[src/rtl/tcam_pkg.sv]
// tcam_pkg
// Shared definitions for the TCAM access controller:
//   - default key/address, write-data and match-address widths
//   - the controller state encoding
//   - a command record {write, addr, wdata, wmask} at the default widths
package tcam_pkg;

  localparam int TCAM_ADDR_W = 28;
  localparam int TCAM_DATA_W = 32;
  localparam int TCAM_PMA_W  = 6;

  typedef enum logic [1:0] {
    IDLE  = 2'd0,
    ISSUE = 2'd1,
    WAIT  = 2'd2,
    RESP  = 2'd3
  } state_t;

  typedef struct packed {
    logic                   write;
    logic [TCAM_ADDR_W-1:0] addr;
    logic [TCAM_DATA_W-1:0] wdata;
    logic [3:0]             wmask;
  } tcam_cmd_t;

endpackage

[src/rtl/tcam_access_ctrl.sv]
// tcam_access_ctrl
// Sequences one command at a time onto a TCAM array with a one-cycle read
// latency: accept (IDLE) -> single array access (ISSUE) -> wait for the
// priority encoder (WAIT) -> hold the response until consumed (RESP).
//
// Ports
//   in_clk, in_rst               clock, asynchronous active-high reset
//   in_req_valid / out_req_ready command handshake (ready only in IDLE)
//   in_req_write, in_req_addr,
//   in_req_wdata, in_req_wmask   command payload (1 = write, 0 = search)
//   out_resp_valid / in_resp_ready response handshake
//   out_resp_write, out_resp_pma response type and priority match address
//   out_tcam_*                   array strobes and payload (csb/web active low)
//   in_tcam_pma                  array priority-encoder output
//   out_stat_searches/_writes    saturating command counters, present only
//                                when TCAM_ACCESS_CTRL_STATS_EN is defined
module tcam_access_ctrl
  import tcam_pkg::*;
#(
  parameter int ADDR_W = TCAM_ADDR_W,
  parameter int DATA_W = TCAM_DATA_W,
  parameter int PMA_W  = TCAM_PMA_W
) (
  input  logic              in_clk,
  input  logic              in_rst,
  input  logic              in_req_valid,
  output logic              out_req_ready,
  input  logic              in_req_write,
  input  logic [ADDR_W-1:0] in_req_addr,
  input  logic [DATA_W-1:0] in_req_wdata,
  input  logic [3:0]        in_req_wmask,
  output logic              out_resp_valid,
  input  logic              in_resp_ready,
  output logic              out_resp_write,
  output logic [PMA_W-1:0]  out_resp_pma,
  output logic              out_tcam_csb,
  output logic              out_tcam_web,
  output logic [3:0]        out_tcam_wmask,
  output logic [ADDR_W-1:0] out_tcam_addr,
  output logic [DATA_W-1:0] out_tcam_wdata,
`ifdef TCAM_ACCESS_CTRL_STATS_EN
  output logic [15:0]       out_stat_searches,
  output logic [15:0]       out_stat_writes,
`endif
  input  logic [PMA_W-1:0]  in_tcam_pma
);

  state_t state_q, state_d;

  logic              cmd_write_q;
  logic [ADDR_W-1:0] cmd_addr_q;
  logic [DATA_W-1:0] cmd_wdata_q;
  logic [3:0]        cmd_wmask_q;
  logic [PMA_W-1:0]  pma_q;

  always_ff @(posedge in_clk or posedge in_rst) begin
    if (in_rst) state_q <= IDLE;
    else        state_q <= state_d;
  end

  // Next state plus all Moore outputs. The array bus is forced to its
  // inactive pattern in every state except the single ISSUE cycle.
  always_comb begin
    state_d        = state_q;
    out_req_ready  = 1'b0;
    out_resp_valid = 1'b0;
    out_resp_write = 1'b0;
    out_resp_pma   = '0;
    out_tcam_csb   = 1'b1;
    out_tcam_web   = 1'b1;
    out_tcam_wmask = '0;
    out_tcam_addr  = '0;
    out_tcam_wdata = '0;
    case (state_q)
      IDLE: begin
        out_req_ready = 1'b1;
        if (in_req_valid) state_d = ISSUE;
      end
      ISSUE: begin
        out_tcam_csb   = 1'b0;
        out_tcam_web   = ~cmd_write_q;
        out_tcam_wmask = cmd_wmask_q;
        out_tcam_addr  = cmd_addr_q;
        out_tcam_wdata = cmd_wdata_q;
        state_d        = WAIT;
      end
      WAIT: begin
        state_d = RESP;
      end
      RESP: begin
        out_resp_valid = 1'b1;
        out_resp_write = cmd_write_q;
        out_resp_pma   = pma_q;
        // Returning to IDLE (not straight to a new accept) is what keeps
        // a command from being taken in the cycle its response is consumed.
        if (in_resp_ready) state_d = IDLE;
      end
      default: state_d = IDLE;
    endcase
  end

  // Payload is captured only at acceptance, so request-side changes while
  // busy cannot disturb the command in flight.
  always_ff @(posedge in_clk or posedge in_rst) begin
    if (in_rst) begin
      cmd_write_q <= 1'b0;
      cmd_addr_q  <= '0;
      cmd_wdata_q <= '0;
      cmd_wmask_q <= '0;
    end else if (state_q == IDLE && in_req_valid) begin
      cmd_write_q <= in_req_write;
      cmd_addr_q  <= in_req_addr;
      cmd_wdata_q <= in_req_wdata;
      cmd_wmask_q <= in_req_wmask;
    end
  end

  // The encoder output is valid during WAIT; writes report match address 0.
  always_ff @(posedge in_clk or posedge in_rst) begin
    if (in_rst)                pma_q <= '0;
    else if (state_q == WAIT)  pma_q <= cmd_write_q ? '0 : in_tcam_pma;
  end

`ifdef TCAM_ACCESS_CTRL_STATS_EN
  logic [15:0] stat_searches_q;
  logic [15:0] stat_writes_q;

  // Counted on the edge leaving ISSUE; both counters stick at all-ones.
  always_ff @(posedge in_clk or posedge in_rst) begin
    if (in_rst) begin
      stat_searches_q <= '0;
      stat_writes_q   <= '0;
    end else if (state_q == ISSUE) begin
      if (cmd_write_q) begin
        if (stat_writes_q != 16'hFFFF) stat_writes_q <= stat_writes_q + 16'd1;
      end else begin
        if (stat_searches_q != 16'hFFFF) stat_searches_q <= stat_searches_q + 16'd1;
      end
    end
  end

  assign out_stat_searches = stat_searches_q;
  assign out_stat_writes   = stat_writes_q;
`endif

endmodule
[config.mk]
export PLATFORM = sky130hd
export DESIGN_NAME = tcam_access_ctrl
export DESIGN_NICKNAME = d
export VERILOG_FILES = /design/src/rtl/tcam_pkg.sv /design/src/rtl/tcam_access_ctrl.sv
export SDC_FILE = /design/constraint.sdc
export NUM_CORES = 1
export LEC_CHECK = 0
export BUFFER_PORTS_ARGS = -buffer_cell sky130_fd_sc_hd__buf_4
export CAP_MARGIN = 15
export CORE_ASPECT_RATIO = 0.9
export CORE_MARGIN = 5
export CORE_UTILIZATION = 48
export CTS_BUF_LIST = sky130_fd_sc_hd__clkbuf_8 sky130_fd_sc_hd__clkbuf_16
export DETAILED_ROUTE_END_ITERATION = 12
export HOLD_SLACK_MARGIN = 0.03
export MAX_ROUTING_LAYER = met4
export PLACE_DENSITY_LB_ADDON = 0.2
export SYNTH_ARGS = -nofsm -noshare
export SYNTH_HDL_FRONTEND = slang
export SYNTH_SLANG_ARGS = --single-unit
[constraint.sdc]
create_clock -name in_clk -period 2.3 [get_ports in_clk]
set_input_delay 0.23 -clock in_clk [delete_from_list [all_inputs] [get_ports in_clk]]
set_output_delay 0.23 -clock in_clk [all_outputs]
set_load 0.02 [all_outputs]
### Yosys cells after proc, flatten, opt, wreduce, memory -nomap -nowiden

Index checks and enable logic that the tools add are counted.

| word-level totals | value |
|---|---|
| register bits after elaboration | 73 |
| bits in latches | 0 |
| RAM bits | 0 |
| ROM bits | 0 |
| bits of input ports | 75 |
| output and inout port bits | 75 |
| word-level logic and storage cells | 28 |
| memories kept | 0 |

| cells by class | value |
|---|---|
| add/subtract/negate cells | 0 |
| multipliers | 0 |
| divide/modulo/power cells | 0 |
| order comparisons | 0 |
| equal/unequal tests | 5 |
| shift-type cells | 0 |
| muxes and demuxes | 13 |
| bitwise logic cells | 1 |
| reduce and logical (&&, ||, !) cells | 3 |

Operators by type and width:

| kind | number |
|---|---|
| $mux W32 | 1 |
| $mux W28 | 1 |
| $mux W6 | 2 |
| $pmux W2 S4 | 1 |
| $mux W1 | 5 |
| $eq A2 B2 Y1 const B | 2 |
| $mux W2 | 2 |
| $mux W4 | 1 |
| $ne A2 B2 Y1 const B | 2 |
| $eq A2 B1 Y1 const B | 1 |
| $logic_not A2 Y1 | 1 |
| $reduce_and A2 Y1 | 1 |
| $logic_and A1 B1 Y1 | 1 |
| $not A1 Y1 | 1 |

### Logic depth before layout (Yosys ltp)

Gate-level depths: netlist of run 1.

| logic depth | value |
|---|---|
| word-level depth | 3 |
| gate-level depth with buffers | 6 |
| mapped depth without buffers | 5 |

### Worst setup path after synthesis of run 1

No wires, ideal clock.

| path | value |
|---|---|
| kind | reg-to-reg |
| start point | register state_q[0] |
| end point | register cmd_addr_q[0] |
| library setup time | 0.125 ns |
| arrival | 1.486 ns |
| required time | 2.175 ns |
| slack | 0.689 ns |
| cell stages (with the launch flop) | 7 |
| path buffers | 2 |
| path through | dfrtp_1 inv_1 ha_1 nand2_1 buf_6 buf_6 mux2_4 |

| between the ends | value |
|---|---|
| word-level cells in the longest chain between the ends | 2 |

Ends and longest elaborated chain:

| what | line | source |
|---|---|---|
| from (decl) | tcam_access_ctrl.sv:48 | `state_t state_q, state_d;` |
| from (signal assigned) | tcam_access_ctrl.sv:58 | `else state_q <= state_d;` |
| $logic_not A2 Y1 | tcam_access_ctrl.sv:110 | `end else if (state_q == IDLE && in_req_valid) begin` |
| $logic_and A1 B1 Y1 | tcam_access_ctrl.sv:110 |  |
| to (signal assigned) | tcam_access_ctrl.sv:112 | `cmd_addr_q <= in_req_addr;` |
| to (decl) | tcam_access_ctrl.sv:51 | `logic [ADDR_W-1:0] cmd_addr_q;` |

Every way passes these cells.
A chain may end at the register's enable or synchronous reset.

### Worst setup path in the final report of run 1

| path | value |
|---|---|
| start point | register state_q[1] |
| end point | output out_tcam_wdata[3] |

| between the ends | value |
|---|---|
| word-level cells in the longest chain between the ends | 2 |

Ends and longest elaborated chain:

| what | line | source |
|---|---|---|
| $eq A2 B1 Y1 | tcam_access_ctrl.sv:74 | `case (state_q)` |
| $mux W32 | tcam_access_ctrl.sv:74 |  |
| to (decl) | tcam_access_ctrl.sv:40 | `output logic [DATA_W-1:0] out_tcam_wdata,` |

Every way passes these cells.

==> impl_summary.txt, run 1 <==
----------------------------------------------------
[Outcome]
  Run status ... finished clean

[Flow run]
  Reported max-cap violation count ... 0

[Timing]
  Setup-failing EPs final ... 0
  Final setup margin ... 263 ps
  Total count of hold-check failures in the final report ... 0
  Fin. max-slew vios ... 0
  Setup repair after global routing missed its margin ... false
  Slew of the pin with the lowest slew margin ... 397 ps
  Maximum frequency from static timing analysis ... approximately 490 MHz
  Maximum clock skew at final layout ... 8.26 ps
  Total negative setup slack ... 0 ps
  Final period utilization ... 88.6%
  Rel. slew slack ... 73.5%
  Crit path time final ... 2040 ps

[Route]
  Routed wirelength normalized by instance count ... ~16 um
  Detailed-route via count ... between 2000 and 2500
  Total wirelength of the detailed-routed design ... ~8000 um
  Drt pass-1 iters ... 4
  Remaining antenna violation count after routing ... 0
  Number of vias per cell ... 4.71
  Initial drt markers ... 83
  Detailed-route DRC error count ... 0

[Synth]
  Post-synthesis simple-gate area fraction ... 13.9%
  Dominant cells by area after synthesis ... sky130_fd_sc_hd__dfrtp_1 52%, sky130_fd_sc_hd__mux2_4 21%, sky130_fd_sc_hd__and2_1 12%
  Post-synth top area share ... 52.2%
  Mean instance size in the synthesized netlist ... 13.5 um2
  Synth Area in Adders ... under 10%
  Synth Area in Compound Gates ... under 10%
  Number of warning messages in the yosys log ... 0
  Synthesized-area fraction occupied by xor and xnor cells ... 0%
  Synth Net Count ... ~340
  Mapped Cells ... 259
  Summed instance area of the synthesized netlist ... 0.00350 mm2
  Post-synthesis cell type with the largest combined area ... sky130_fd_sc_hd__dfrtp_1
  Number of distinct standard cells referenced by the synthesized netlist ... 16
  Dominant combinational cell family by area after synthesis ... multiplexers
  Mux cell area share after synthesis ... 26.9%
  Sequential area share after synthesis ... 52.2%
  Register bit total from synthesis ... 73

[Global route]
  Overall routing resource usage ... 18.7%
  Total overflow reported by the global router ... 0
  Number of antenna violations at the first check in global routing ... 0
  Global-route wire length before repair ... 13100 um
  Via count of the first global-routing pass ... 2595
  Maximum number of pins on one net before global-route repair ... 74

[Placed design]
  IO buf count ... 149
  Post-placement setup slack ... between 500 and 600 ps
  GPL Wtd Cong ... 0.753
  Number of cells after detailed placement ... 490
  DPL Wire Length ... about 5600 um

[Floorplan]
  Die Area ... between 0.009 and 0.01 mm2
  Die height ... just over 90 um
  Boundary pin count ... 150
  Placeable Area ... between 0.007 and 0.008 mm2
  Core Rows ... 29
  Die outline width ... 100 um
  Starting utilization of the core area ... 49.5%

[Worst setup path]
  Element type at the critical path start ... flip-flop
  Arrival time reported for the critical path endpoint ... about 1800 ps
  Highest fanout seen on the critical path ... 51
  Capturing element type of the critical path ... output pin
  Worst setup path class ... reg -> out
  Critical Path RT ... 2070 ps

[Final layout]
  # nets final ... 489
  Most frequent cells in the layout ... 149 x sky130_fd_sc_hd__buf_4, 73 x sky130_fd_sc_hd__dfrtp_1, 65 x sky130_fd_sc_hd__and2_1, 50 x sky130_fd_sc_hd__mux2_4, 16 x sky130_fd_sc_hd__mux2_2
  Antenna Cells ... 0
  Layout filler cell count ... 525
  Sequential standard cell area ... 0.00183 mm2
  Most common library cell in the layout ignoring fill and taps ... sky130_fd_sc_hd__buf_4
  Number of non-filler instances in the completed layout ... 507
  Area of combinational cells with multiple inputs ... 0.00154 mm2
  Syn-to-layout area delta ... 40.8%
  Fraction of final layout cells sized beyond drive strength 1 ... approximately 57%

[Clocking]
  Count of clock tree sinks ... 73
  Longest Clk Path Bufs ... 2
  Post-cts repair resize count ... 0
  # Post-CTS Setup Buffers ... 0
  Clock latency on the worst-skew pair ... 340 ps
  H-tree levels ... 3
  Clock input transition at the sequential cells of the worst setup and hold paths ... roughly 80 ps
  TritonCTS buffer count ... 9
  Root Buffer Master ... sky130_fd_sc_hd__clkbuf_8
  TritonCTS clock tree ... yes

[Pwr]
  Standby leakage power ... 2.60 nW
  Power density over cell area ... 1360 mW/mm2
  Peak ir drop on the vdd network ... 0.862 mV

[Hold path]
  Class of the tightest hold or removal check ... in -> reg

----------------------------------------------------
-- registers in the layout, summed over array words and instances, names as in the netlist --
signal,count
cmd_addr_q,28
cmd_wmask_q,4
cmd_wdata_q,32
cmd_write_q,1
state_q,2
pma_q,6
-- critical path, cell delays in order (launching register included) --
cell                      delay [ps]
sky130_fd_sc_hd__dfrtp_1         420
sky130_fd_sc_hd__inv_1           110
sky130_fd_sc_hd__ha_2            360
sky130_fd_sc_hd__buf_12          240
sky130_fd_sc_hd__and2_1          170
sky130_fd_sc_hd__buf_4           140
-- cells by family (layout without fill, tap and decap cells) --
| logic type | after synthesis | after routing |
|---|---|---|
| compound gates | 7 | 7 |
| fa+ha+maj | 5 | 5 |
| buf+inv | 27 | 182 |
| flops | 73 | 73 |
| mux | 67 | 67 |
| simple gates | 80 | 80 |
-- cell type report --
type                       count  share of cell area (%)
tap                           93                    2.36
sequential                    73                    37.1
timing repair buffer         154                    24.5
multi-input combinational    159                    31.1
clock inverter                 6                    1.19
clock buffer                  10                    2.79
inverter                      12                   0.914
-- metrics by stage --
stage	power (W)	utilization (%)	hold slack (ps)	instance area, um2
4_1_cts	0.00680	69.7	96.1	4930
5_1_grt	0.00714	69.7	85.9	4930
3_5_place_dp	0.00576	66.7	354	4720
3_3_place_gp	0.00567	66.7	354	4720
2_1_floorplan	0.00457	-	377	3500
6_report	0.00672	69.7	113	4930
-- layer usage --
| layer | track usage (%) | up-vias | wire [um] | part of all wire (%) |
|---|---|---|---|---|
| li1 | - | 1148 | - | - |
| met1 | 23.3 | 1135 | 3470 | 43 |
| met2 | 29.3 | 95 | 3850 | 48 |
| met3 | 5.67 | 11 | 626 | 7.8 |
| met4 | 5.95 | 0 | 85 | 1.1 |
| met5 | - | - | 0 | 0 |
-- synthesized netlist by cell type --
library cell,instances
sky130_fd_sc_hd__dfrtp_1,73
sky130_fd_sc_hd__and2_1,65
sky130_fd_sc_hd__mux2_4,50
sky130_fd_sc_hd__mux2_2,16
sky130_fd_sc_hd__inv_1,12
sky130_fd_sc_hd__clkbuf_1,7
sky130_fd_sc_hd__nor2_1,7
sky130_fd_sc_hd__buf_6,6
sky130_fd_sc_hd__nand3b_1,6
sky130_fd_sc_hd__o21ai_0,6
sky130_fd_sc_hd__ha_1,5
sky130_fd_sc_hd__nand2_1,2
sky130_fd_sc_hd__buf_1,1
sky130_fd_sc_hd__buf_2,1
sky130_fd_sc_hd__mux2i_1,1
sky130_fd_sc_hd__o22ai_1,1
-- power breakdown --
| part | total (W) | internal, W | switching (W) | leakage, nW |
|---|---|---|---|---|
| combinational | 0.00346 | 0.00189 | 0.00157 | 1.63 |
| sequential | 0.00226 | 0.00193 | 0.000322 | 0.870 |
| clock | 0.00100 | 0.000523 | 0.000481 | 0.0995 |
| total | 0.00672 | 0.00435 | 0.00237 | 2.60 |
-- path summary, 6_finish.rpt --
kind                                      start                end  cells past startpoint  slack (ps)
worst max-delay path                 state_q[1]  out_tcam_wdata[3]                      5         260
worst min-delay path            in_req_addr[15]     cmd_addr_q[15]                      2         110
worst max register to register       state_q[0]     cmd_addr_q[23]                      5         510
worst min register to register  cmd_wdata_q[17]    cmd_wdata_q[17]                      1         500
max in group asynchronous                in_rst     cmd_addr_q[21]                      4        1460
min in group asynchronous                in_rst    cmd_wdata_q[19]                      4         510
-- what timing repair did --
| item | 4_1_cts | 5_1_grt |
|---|---|---|
| endpoints found under the hold margin | 73 | 0 |
| setup endpoints to repair | 0 | 0 |
| hold buffers | 1 | 0 |
No activity file was read; power rests on OpenSTA's default activity.
==> inputs of run 2 (changes only) <==
Settings changed: ABC_AREA from default to 1, SKIP_CTS_REPAIR_TIMING from default to 1.
==> impl_summary.txt, run 2 <==
----------------------------------------------------
[Outcome]
  Run status ... finished clean (unchanged)

[Synth]
  Most common cell in the synthesized netlist ... sky130_fd_sc_hd__nand2_1 (was sky130_fd_sc_hd__dfrtp_1)
  Post-synthesis cell type with the largest combined area ... sky130_fd_sc_hd__dfrtp_1 (unchanged)
  Number of distinct standard cells referenced by the synthesized netlist ... 11 (was 16)
  Number of enable flip-flop cells after synthesis ... 0 (unchanged)
  Register bit total from synthesis ... 73 (unchanged)
  Most used flip-flop cell after synthesis ... sky130_fd_sc_hd__dfrtp_1 (unchanged)
  Post-synth top area share ... 51.2% (was 52.2%)
  Mean instance size in the synthesized netlist ... 7.40 um2 (was 13.5 um2)
  Ys async rst share ... 100% (unchanged)
  Sequential area share after synthesis ... 51.2% (was 52.2%)
  Summed instance area of the synthesized netlist ... 0.00356 mm2 (was 0.00350 mm2)
  Mapped Cells ... 482 (was 259)
  Synth Net Count ... 562 (was 339)
  Ranking of synthesized cells by instance count ... 221 x sky130_fd_sc_hd__nand2_1, 80 x sky130_fd_sc_hd__inv_1, 73 x sky130_fd_sc_hd__dfrtp_1 (was 73 x sky130_fd_sc_hd__dfrtp_1, 65 x sky130_fd_sc_hd__and2_1, 50 x sky130_fd_sc_hd__mux2_4)
  Number of warning messages in the yosys log ... 0 (unchanged)
  Dominant cells by area after synthesis ... sky130_fd_sc_hd__dfrtp_1 51%, sky130_fd_sc_hd__nand2_1 23%, sky130_fd_sc_hd__nand3_1 10% (was sky130_fd_sc_hd__dfrtp_1 52%, sky130_fd_sc_hd__mux2_4 21%, sky130_fd_sc_hd__and2_1 12%)

[Floorplan]
  Die outline width ... 101 um (was 100 um)
  Core Rows ... 29 (unchanged)
  Die height ... 91.8 um (was 91.0 um)
  Die Area ... 0.00925 mm2 (was 0.00910 mm2)
  Starting utilization of the core area ... 49.9% (was 49.5%)
  Boundary pin count ... 150 (unchanged)
  Placeable Area ... 0.00715 mm2 (was 0.00708 mm2)

[Timing]
  Slew of the pin with the lowest slew margin ... 660 ps (was 397 ps)
  Setup repair after global routing missed its margin ... false (unchanged)
  Setup-failing EPs final ... 0 (unchanged)
  Maximum clock skew at final layout ... 7.56 ps (was 8.26 ps)
  Rel. slew slack ... 56.0% (was 73.5%)
  Crit path time final ... 2160 ps (was 2040 ps)
  Maximum frequency from static timing analysis ... 463 MHz (was 491 MHz)
  Total negative setup slack ... 0 ps (unchanged)
  Final period utilization ... 93.9% (was 88.6%)
  Total count of hold-check failures in the final report ... 0 (unchanged)
  Final worst hold slack ... 109 ps (was 113 ps)
  Fin. max-slew vios ... 0 (unchanged)

[Global route]
  Global-route wire length before repair ... 15900 um (was 13100 um)
  Via count of the first global-routing pass ... 3535 (was 2595)
  Layer with the highest usage ... met2 (unchanged)
  Total overflow reported by the global router ... 0 (unchanged)
  Met1 layer usage reported by global route ... 26.6% (was 23.3%)
  GR Util met2 ... 35.4% (was 29.3%)
  Maximum number of pins on one net before global-route repair ... 67 (was 74)
  Met3 usage in global routing ... 4.10% (was 5.67%)
  Number of antenna violations at the first check in global routing ... 0 (unchanged)
  Overall routing resource usage ... 21.6% (was 18.7%)

[Hold path]
  Launch point of the worst hold path ... in_req_wdata[27] (was in_req_addr[15])
  Class of the tightest hold or removal check ... in -> reg (unchanged)
  Hold path depth ... 3 (was 2)
  Hold-critical path endpoint ... cmd_wdata_q[27] (was cmd_addr_q[15])

[Final layout]
  Registers with the highest flip-flop counts ... cmd_wdata_q x32, cmd_addr_q x28, pma_q x6 (unchanged)
  Sequential standard cell area ... 0.00183 mm2 (unchanged)
  Most frequent cells in the layout ... 220 x sky130_fd_sc_hd__nand2_1, 155 x sky130_fd_sc_hd__buf_4, 79 x sky130_fd_sc_hd__inv_1, 73 x sky130_fd_sc_hd__dfrtp_1, 72 x sky130_fd_sc_hd__nand3_1 (was 149 x sky130_fd_sc_hd__buf_4, 73 x sky130_fd_sc_hd__dfrtp_1, 65 x sky130_fd_sc_hd__and2_1, 50 x sky130_fd_sc_hd__mux2_4, 16 x sky130_fd_sc_hd__mux2_2)
  Number of non-filler instances in the completed layout ... 719 (was 507)
  Post-route cell area ... 0.00493 mm2 (about the same)
  Layout filler cell count ... 621 (was 525)
  Antenna Cells ... 0 (unchanged)
  Syn-to-layout area delta ... 38.4% (was 40.8%)
  Fraction of final layout cells sized beyond drive strength 1 ... 28.1% (was 57.2%)
  Most common library cell in the layout ignoring fill and taps ... sky130_fd_sc_hd__nand2_1 (was sky130_fd_sc_hd__buf_4)
  Area of combinational cells with multiple inputs ... 0.00127 mm2 (was 0.00154 mm2)
  Register containing the most flip-flops in the final layout ... cmd_wdata_q (unchanged)
  # nets final ... 701 (was 489)
  Number of flip-flops under the largest register name ... 32 (unchanged)

[Worst setup path]
  Element type at the critical path start ... flip-flop (unchanged)
  Capturing element type of the critical path ... output pin (unchanged)
  Startpoint of the lowest-slack register-to-register path ... state_q[1] (was state_q[0])
  Flop2flop setup slack ... 470 ps (was 510 ps)
  Delay of the slowest cell on the worst path ... 550 ps (was 420 ps)
  Worst setup path class ... reg -> out (unchanged)
  Most Frequent Cell on Critical Path ... sky130_fd_sc_hd__buf_4
  Buffer and inverter count on the worst path ... 3 (unchanged)
  Cells on worst reg2reg path ... 7 (was 5)
  Arrival time reported for the critical path endpoint ... 1930 ps (was 1810 ps)
  Ordered list of cells on the worst path ... inv_1 > ha_2 > buf_4 > buf_4 (was inv_1 > ha_2 > buf_12 > and2_1 > buf_4)
  FF-to-FF End ... state_q[1] (was cmd_addr_q[23])
  Critical Path RT ... 2070 ps (about the same)
  Worst path slowest cell ... sky130_fd_sc_hd__buf_4 (was sky130_fd_sc_hd__dfrtp_1)
  Highest fanout seen on the critical path ... 66 (was 51)
  Top cell family by delay on the critical path ... buffers and inverters (unchanged)

[Placed design]
  Cell area after placement ... 0.00470 mm2 (was 0.00472 mm2)
  IO buf count ... 149 (unchanged)
  GPL Wtd Cong ... 0.771 (was 0.753)
  Number of cells after detailed placement ... 702 (was 490)
  DPL Wire Length ... 6550 um (was 5630 um)

[Clocking]
  Longest Clk Path Bufs ... 2 (unchanged)
  TritonCTS clock tree ... yes (unchanged)
  Clock input transition at the sequential cells of the worst setup and hold paths ... 80 ps (about the same)
  TritonCTS buffer count ... 9 (unchanged)
  Root Buffer Master ... sky130_fd_sc_hd__clkbuf_8 (unchanged)
  H-tree levels ... 3 (unchanged)
  Clock latency on the worst-skew pair ... 330 ps (was 340 ps)
  Count of clock tree sinks ... 73 (unchanged)

[Route]
  Initial drt markers ... 175 (was 83)
  Number of vias per cell ... 4.68 (was 4.71)
  Total wirelength of the detailed-routed design ... 9390 um (was 8030 um)
  Routed wirelength normalized by instance count ... 13.1 um (was 15.8 um)
  Drt pass-1 iters ... 4 (unchanged)
  Detailed-route via count ... 3362 (was 2389)
  Detailed-route DRC error count ... 0 (unchanged)
  Remaining antenna violation count after routing ... 0 (unchanged)

[Pwr]
  Power density over cell area ... 1270 mW/mm2 (was 1360 mW/mm2)
  Standby leakage power ... 3.27 nW (was 2.60 nW)
  Peak ir drop on the vdd network ... 0.595 mV (was 0.862 mV)

[Flow run]
  Reported max-cap violation count ... 0 (unchanged)

----------------------------------------------------
[run 2: cell types whose count changed after synthesis, moves of 17 or more]
cell,previous run,this run
sky130_fd_sc_hd__and2_1,65,0
sky130_fd_sc_hd__nand3_1,0,72
sky130_fd_sc_hd__buf_2,1,18
sky130_fd_sc_hd__mux2_4,50,0
sky130_fd_sc_hd__nand2_1,2,221
sky130_fd_sc_hd__inv_1,12,80
[run 2: power by group]
part	internal (W)	switching (W)	total (W)
Combinational	0.00108	0.00183	0.00291
Clock	0.000667	0.000471	0.00114
Sequential	0.00188	0.000326	0.00221
[run 2: cells by family after synthesis]
logic type / count (synthesis) / share of synthesized area (%)
fa+ha+maj: 5 / 1.76
flops: 73 / 51.2
simple gates: 294 / 33.5
compound gates: 1 / 0.140
buf+inv: 109 / 13.4
[run 2: worst min-delay path, stage by stage]
cell	delay, ps
sky130_fd_sc_hd__buf_4	70
sky130_fd_sc_hd__nand3_1	50
sky130_fd_sc_hd__nand2_1	60
[run 2: final cells by class]
type | instances | share of cell area (%)
Inverter | 80 | 6.09
Multi-Input combinational cell | 300 | 25.7
Tap cell | 93 | 2.36
Sequential cell | 73 | 37.0
Clock buffer | 11 | 3.07
Timing Repair Buffer | 157 | 24.2
Clock inverter | 5 | 1.57
[run 2: through the flow]
stage	total power [W]	utilization [%]	worst slack, ps
floorplan	0.00413	-	217
global placement	0.00506	65.7	575
detailed placement	0.00516	65.7	497
CTS	0.00632	68.9	129
global route	0.00678	69.0	7.39
finish	0.00625	69.0	140
[run 2: how the worst max path moves through the flow]
stage	end	slack, ps	startpoint	cells after the start
final	out_req_ready	140	state_q[1]	4
after floorplan	cmd_addr_q[0]	220	in_rst	1
after global routing	out_req_ready	7	state_q[0]	4
after detailed placement	state_q[1]	500	state_q[0]	7
after global placement	out_req_ready	570	state_q[0]	4
after CTS	out_req_ready	130	state_q[1]	4
[run 2: layer usage]
metal / wire (um) / up-vias / part of all wire [%]
met4: 157 / 0 / 1.7
met5: 0 / - / 0
met3: 691 / 15 / 7.4
li1: - / 1699 / -
met1: 3960 / 1535 / 42
met2: 4570 / 113 / 49
